File: src/rtl/memory_slot_controller.sv
// memory_slot_controller: GET/PUT/DEL sequencer for a bank of key/value slot arrays.
// Optional SCRUB_ON_DELETE_EN: a DEL hit also writes zeros into the freed slot.
module memory_slot_controller #(
  parameter int NUM_ENTRIES = 8,
  parameter int KEY_WIDTH   = 32,
  parameter int VALUE_WIDTH = 64,
  localparam int IW = $clog2(NUM_ENTRIES),
  localparam int OW = $clog2(NUM_ENTRIES + 1)
) (
  input  logic                           clk,
  input  logic                           rst_n,
  input  logic                           req_valid,
  output logic                           req_ready,
  input  logic [1:0]                     req_op,
  input  logic [KEY_WIDTH-1:0]           req_key,
  input  logic [VALUE_WIDTH-1:0]         req_value,
  output logic                           rsp_valid,
  input  logic                           rsp_ready,
  output logic [1:0]                     rsp_status,
  output logic [VALUE_WIDTH-1:0]         rsp_value,
  output logic [NUM_ENTRIES-1:0]         arr_write_op,
  output logic [NUM_ENTRIES-1:0]         arr_select_op,
  output logic [KEY_WIDTH-1:0]           arr_key_wdata,
  output logic [VALUE_WIDTH-1:0]         arr_val_wdata,
  input  logic [NUM_ENTRIES*KEY_WIDTH-1:0]   arr_key_rdata,
  input  logic [NUM_ENTRIES*VALUE_WIDTH-1:0] arr_val_rdata,
  output logic [OW-1:0]                  occupancy
);
`ifdef SCRUB_ON_DELETE_EN
  localparam bit SCRUB = 1'b1;
`else
  localparam bit SCRUB = 1'b0;
`endif
  localparam logic [1:0] OP_GET = 2'b01, OP_PUT = 2'b10, OP_DEL = 2'b11;
  localparam logic [1:0] ST_OK = 2'b00, ST_MISS = 2'b01, ST_FULL = 2'b10, ST_ERR = 2'b11;
  typedef enum logic [1:0] {IDLE, LOOKUP, EXEC, RESP} state_t;
  state_t                 state_q, state_d;
  logic [1:0]             op_q, op_d;
  logic [KEY_WIDTH-1:0]   key_q, key_d, key_wdata_q, key_wdata_d;
  logic [VALUE_WIDTH-1:0] val_q, val_d, val_wdata_q, val_wdata_d, rsp_value_q, rsp_value_d;
  logic [NUM_ENTRIES-1:0] valid_q, valid_d, write_op_q, write_op_d, select_op_q, select_op_d;
  logic [OW-1:0]          occ_q, occ_d;
  logic                   hit_q, hit_d, full_q, full_d, rsp_valid_q, rsp_valid_d, req_ready_q, req_ready_d;
  logic [IW-1:0]          hit_idx_q, hit_idx_d, free_idx_q, free_idx_d, hit_idx, free_idx;
  logic [1:0]             rsp_status_q, rsp_status_d;
  logic                   hit;
  logic [NUM_ENTRIES-1:0] hit_oh, free_oh;
  // Descending scan so the lowest matching / free index wins; invalid slots never match.
  always_comb begin
    hit = 1'b0;
    hit_idx = '0;
    free_idx = '0;
    for (int i = NUM_ENTRIES - 1; i >= 0; i--) begin
      if (valid_q[i] && arr_key_rdata[i*KEY_WIDTH +: KEY_WIDTH] == key_q) begin
        hit = 1'b1;
        hit_idx = IW'(i);
      end
      if (!valid_q[i]) free_idx = IW'(i);
    end
  end
  assign hit_oh  = NUM_ENTRIES'(1) << hit_idx;
  assign free_oh = NUM_ENTRIES'(1) << free_idx;
  always_comb begin
    state_d = state_q;
    op_d = op_q;
    key_d = key_q;
    val_d = val_q;
    valid_d = valid_q;
    occ_d = occ_q;
    hit_d = hit_q;
    full_d = full_q;
    hit_idx_d = hit_idx_q;
    free_idx_d = free_idx_q;
    write_op_d = '0;
    select_op_d = '0;
    key_wdata_d = '0;
    val_wdata_d = '0;
    rsp_valid_d = rsp_valid_q;
    rsp_status_d = rsp_status_q;
    rsp_value_d = rsp_value_q;
    case (state_q)
      IDLE: if (req_valid && req_ready_q) begin
        op_d = req_op;
        key_d = req_key;
        val_d = req_value;
        state_d = LOOKUP;
      end
      // Strobes are computed here and registered so they are driven for exactly the EXEC cycle.
      LOOKUP: begin
        hit_d = hit;
        full_d = &valid_q;
        hit_idx_d = hit_idx;
        free_idx_d = free_idx;
        if (op_q == OP_GET && hit) select_op_d = hit_oh;
        if (op_q == OP_PUT && (hit || !(&valid_q))) begin
          write_op_d = hit ? hit_oh : free_oh;
          select_op_d = hit ? hit_oh : free_oh;
          key_wdata_d = key_q;
          val_wdata_d = val_q;
        end
        if (SCRUB && op_q == OP_DEL && hit) begin
          write_op_d = hit_oh;
          select_op_d = hit_oh;
        end
        state_d = EXEC;
      end
      EXEC: begin
        rsp_valid_d = 1'b1;
        rsp_value_d = '0;
        rsp_status_d = ST_ERR;
        state_d = RESP;
        if (op_q == OP_GET) begin
          rsp_status_d = hit_q ? ST_OK : ST_MISS;
          if (hit_q) rsp_value_d = arr_val_rdata[int'(hit_idx_q)*VALUE_WIDTH +: VALUE_WIDTH];
        end
        if (op_q == OP_PUT) begin
          rsp_status_d = (hit_q || !full_q) ? ST_OK : ST_FULL;
          if (!hit_q && !full_q) begin
            valid_d[free_idx_q] = 1'b1;
            occ_d = occ_q + OW'(1);
          end
        end
        if (op_q == OP_DEL) begin
          rsp_status_d = hit_q ? ST_OK : ST_MISS;
          if (hit_q) begin
            valid_d[hit_idx_q] = 1'b0;
            occ_d = occ_q - OW'(1);
          end
        end
      end
      default: if (rsp_ready) begin
        rsp_valid_d = 1'b0;
        state_d = IDLE;
      end
    endcase
    req_ready_d = (state_d == IDLE);
  end
  always_ff @(posedge clk or negedge rst_n) begin
    if (!rst_n) begin
      state_q <= IDLE;
      op_q <= '0;
      key_q <= '0;
      val_q <= '0;
      valid_q <= '0;
      occ_q <= '0;
      hit_q <= 1'b0;
      full_q <= 1'b0;
      hit_idx_q <= '0;
      free_idx_q <= '0;
      write_op_q <= '0;
      select_op_q <= '0;
      key_wdata_q <= '0;
      val_wdata_q <= '0;
      rsp_valid_q <= 1'b0;
      rsp_status_q <= '0;
      rsp_value_q <= '0;
      req_ready_q <= 1'b0;
    end else begin
      state_q <= state_d;
      op_q <= op_d;
      key_q <= key_d;
      val_q <= val_d;
      valid_q <= valid_d;
      occ_q <= occ_d;
      hit_q <= hit_d;
      full_q <= full_d;
      hit_idx_q <= hit_idx_d;
      free_idx_q <= free_idx_d;
      write_op_q <= write_op_d;
      select_op_q <= select_op_d;
      key_wdata_q <= key_wdata_d;
      val_wdata_q <= val_wdata_d;
      rsp_valid_q <= rsp_valid_d;
      rsp_status_q <= rsp_status_d;
      rsp_value_q <= rsp_value_d;
      req_ready_q <= req_ready_d;
    end
  end
  assign req_ready = req_ready_q;
  assign rsp_valid = rsp_valid_q;
  assign rsp_status = rsp_status_q;
  assign rsp_value = rsp_value_q;
  assign arr_write_op = write_op_q;
  assign arr_select_op = select_op_q;
  assign arr_key_wdata = key_wdata_q;
  assign arr_val_wdata = val_wdata_q;
  assign occupancy = occ_q;
endmodule

File: config.mk
export PLATFORM = sky130hd
export DESIGN_NAME = memory_slot_controller
export DESIGN_NICKNAME = d
export VERILOG_FILES = /design/src/rtl/memory_slot_controller.sv
export SDC_FILE = /design/constraint.sdc
export NUM_CORES = 1
export LEC_CHECK = 0
export CORE_AREA = 2 2 416 418
export CTS_BUF_LIST = sky130_fd_sc_hd__clkbuf_4 sky130_fd_sc_hd__clkbuf_8
export DETAILED_ROUTE_END_ITERATION = 7
export DIE_AREA = 0 0 418 420
export RECOVER_POWER = 25
export SLEW_MARGIN = 0
export SYNTH_ARGS = -nofsm -noshare
export SYNTH_HDL_FRONTEND = slang
export SYNTH_SLANG_ARGS = --single-unit
File: constraint.sdc
create_clock -name clk -period 7.1 [get_ports clk]
set_input_delay 1.42 -clock clk [delete_from_list [all_inputs] [get_ports clk]]
set_output_delay 1.42 -clock clk [all_outputs]
set_load 0.005 [all_outputs]
==> impl_metrics.toml <==
[power]
combPwrFrac_pct = 40.7
power_frac_seq_pct = 32.8
swShare_pct = 40.6
ir_worst_vdd_v = 0.000124
p_per_area_nw_per_um2 = 246
power.internal_w = 0.00487
power_leakage_nw = 12.9
p_clk_share_pct = 26.5
switchingPower_w = 0.00332

[grt]
gr-total-overflow = 0
grt_pass1_wl_mm = 195
antenna_found_initial = 161
grt_max_degree = 127
grt_use_total_pct = 17.3
grt_pass1_vias = 17900

[place]
port_buffers = 1053
gp_congestion = 0.968
hpwlAfterDp_mm = 137

[timing]
fin_setup_tns_ns = 0
setup_viol = 0
slew_headroom_pct = -175
rsz0062_at_grt = "no"
period_minus_slack_ns = 4.63
finClkSkew_ns = 0.0501
max_freq_mhz = 216
worst_slew_pin_slew_ns = 4.13
hold_violations = 0
slew_violations = 68
finalCritPeriodShare_pct = 65.2
fin_hold_ws_ns = 0.454

[yosys]
synth_edf_count = 0
ys_types = 50
synth_area_um2 = 18700
ys_async_sr_fraction_pct = 100
ys_ff_latch = 300
postSynthCellCount = 1554
yosysSeqAreaShare_pct = 40.1
synth_nets = 2430
yosys_warnings = 0
syn_area_per_cell_um2 = 12.1
ys.flop_type = "dfrtp_1"

[worst_setup_path]
start_kind = "input pin"
end_kind = "flip-flop"
arrival_ns = 5.26
worstPathRequired_ns = 7.73
r2r_cells = 10
worst-path-max-fanout = 76
path_class = "in -> reg"

[drt]
wire_per_inst_um = 32.1
route.vias.total = 18100
first_pass_iters = 5
drtIter0Drc = 1732
drtAntennaViolNets = 0
drcViolationCount = 0
routed_via_density = 3.69
wirelength_mm = 158

[floorplan]
core_area_um2 = 171000
fp.dieH_um = 420
die_width_um = 418
fp.dieArea_um2 = 176000
ioPinCount = 1054
start_util_pct = 11.0
rows = 152

[cells_and_area]
fin_util_pct = 19.5
fin_nets = 3467
drive_above_1_share_pct = 18.1
area_growth_pct = 77.5

[clock_tree]
holdBufCountCts = 0
root_buffer = "clkbuf_8"
post_cts_buffers = 0
cts_buffers = 60
cts_sinks = 300
cts.htree.levels = 2
worstSkewPairLatency_ns = 0.76
cts_buffer_depth = 3
tritoncts = "yes"
post_cts_resized = 0
path_clk_slew_ns = 0.06

[worst_hold_path]
hold_path.class = "reg -> reg"
min_path_cells = 2

[outcome]
status = "finished with violations"
violations = "capacitance limit, slew limit"

[flow_run]
maxCapViolations = 1
==> power by group through the flow <==
stage	clock network (W)	registers, W	logic [W]
global route	0.00234	0.00273	0.00353
global placement	0	0.00271	0.00333
detailed placement	0	0.00272	0.00333
finish	0.00217	0.00269	0.00333
floorplan	0	0.00227	0.00203
CTS	0.00227	0.00269	0.00335
==> kinds of logic (layout without fill, tap and decap cells) <==
| logic type | after synthesis | count (layout) | synth area share [%] |
|---|---|---|---|
| flip-flops | 300 | 300 | 40.1 |
| multiplexers | 295 | 295 | 25.0 |
| buffers and inverters | 288 | 1371 | 7.29 |
| AND/OR/NAND/NOR | 283 | 283 | 11.1 |
| XOR/XNOR | 256 | 256 | 12.0 |
| AO/OA/AOI/OAI | 126 | 126 | 4.21 |
| adder cells (fa/ha/maj) | 6 | 6 | 0.401 |
| other | 0 | 39 | 0 |
==> synth_stat cells (all sizes together), types with 3 or more instances <==
library cell    n  area [um^2]
dfrtp         300         7510
a21oi          24          120
nor2b           7         43.8
o22ai          67          419
xor2          199         1740
xnor2          57          499
buf            63          522
ha              6         75.1
mux2          101         1140
nand2          25          113
a22oi           4         30.0
nor2          119         1120
a21boi          3         22.5
inv           176          661
clkbuf         49          184
o21ai           9         45.0
mux2i          66          661
a31oi           6         37.5
nand2b          6         40.0
nor4           48          307
nand3          24          120
and2            5         31.3
nand4          24          150
or4             4         33.8
mux4          128         2880
nor3           14         70.1
==> stage by stage <==
step | total power (W) | setup WS (ns) | cell area, um^2 | cells
floorplan | 0.00430 | 3.56 | 18700 | 1554
global placement | 0.00604 | 1.83 | 31700 | 4762
detailed placement | 0.00605 | 1.77 | 31700 | 4762
CTS | 0.00831 | 2.62 | 33200 | 4870
global route | 0.00860 | 1.80 | 33200 | 4894
finish | 0.00819 | 2.47 | 33300 | 4909
==> layer usage <==
layer	GRT usage, %	part of all wire, %	up-vias
met5	0	0.48	-
met4	5.76	3.1	114
met3	7.80	11	360
met2	27.7	47	1021
met1	20.3	38	9065
li1	-	-	7561
==> cells in the final DEF (no fill, tap or decap), types with 6 or more instances in the layout <==
cell / instances
nor4_1: 47
nor2_1: 29
xor2_1: 199
a21oi_1: 24
nor2b_1: 7
xnor2_1: 57
inv_1: 175
diode_2: 39
ha_1: 6
a31oi_1: 6
buf_4: 29
mux2_2: 101
o22ai_1: 67
clkbuf_8: 76
clkbuf_4: 11
o21ai_0: 9
nand4_1: 24
mux2i_1: 66
nand3_1: 22
bufinv_16: 6
clkinv_2: 10
nand2_1: 23
clkdlybuf4s50_1: 1051
mux4_2: 128
dfrtp_1: 298
nor3_1: 14
nor2_4: 90
==> area by class of cell <==
cell class	count	area (um^2)
diodes	39	97.6
clock buffers	87	1130
clock inverters	21	312
fillers	18600	138000
inverters	176	663
multi-input cells	966	9900
flip-flops and latches	300	7510
well taps	2233	2790
repair buffers	1087	10900
==> path summary, 6_finish.rpt <==
check / startpoint / end / slack [ns]
setup / recovery: arr_key_rdata[19] / arr_val_wdata[34] / 2.47
hold / removal: val_q[63] / arr_val_wdata[63] / 0.45
setup reg to reg: key_q[19] / arr_val_wdata[34] / 2.55
hold reg to reg: val_q[63] / arr_val_wdata[63] / 0.45
max in group asynchronous: rst_n / arr_val_wdata[7] / 2.61
min in group asynchronous: rst_n / rsp_value[19] / 2.12
==> worst max-delay path, cell delays in order <==
cell	delay (ns)
clkdlybuf4s50_1	0.43
xor2_1	0.15
nor4_1	0.70
nand4_1	0.26
or4_1	0.83
nand2_8	0.19
nor4_2	0.05
buf_4	0.19
a211o_4	0.36
buf_12	0.26
nor2_4	0.20
==> registers in the layout (all words and copies together), names as in the netlist, 2 cells and up <==
signal	count
rsp_status	2
free_idx_q	3
val_q	64
key_q	32
arr_val_wdata	64
arr_key_wdata	32
arr_select_op	8
rsp_value	64
valid_q	8
arr_write_op	8
state_q	2
hit_idx_q	3
op_q	2
occupancy	4
No activity file was read; power rests on OpenSTA's default activity.
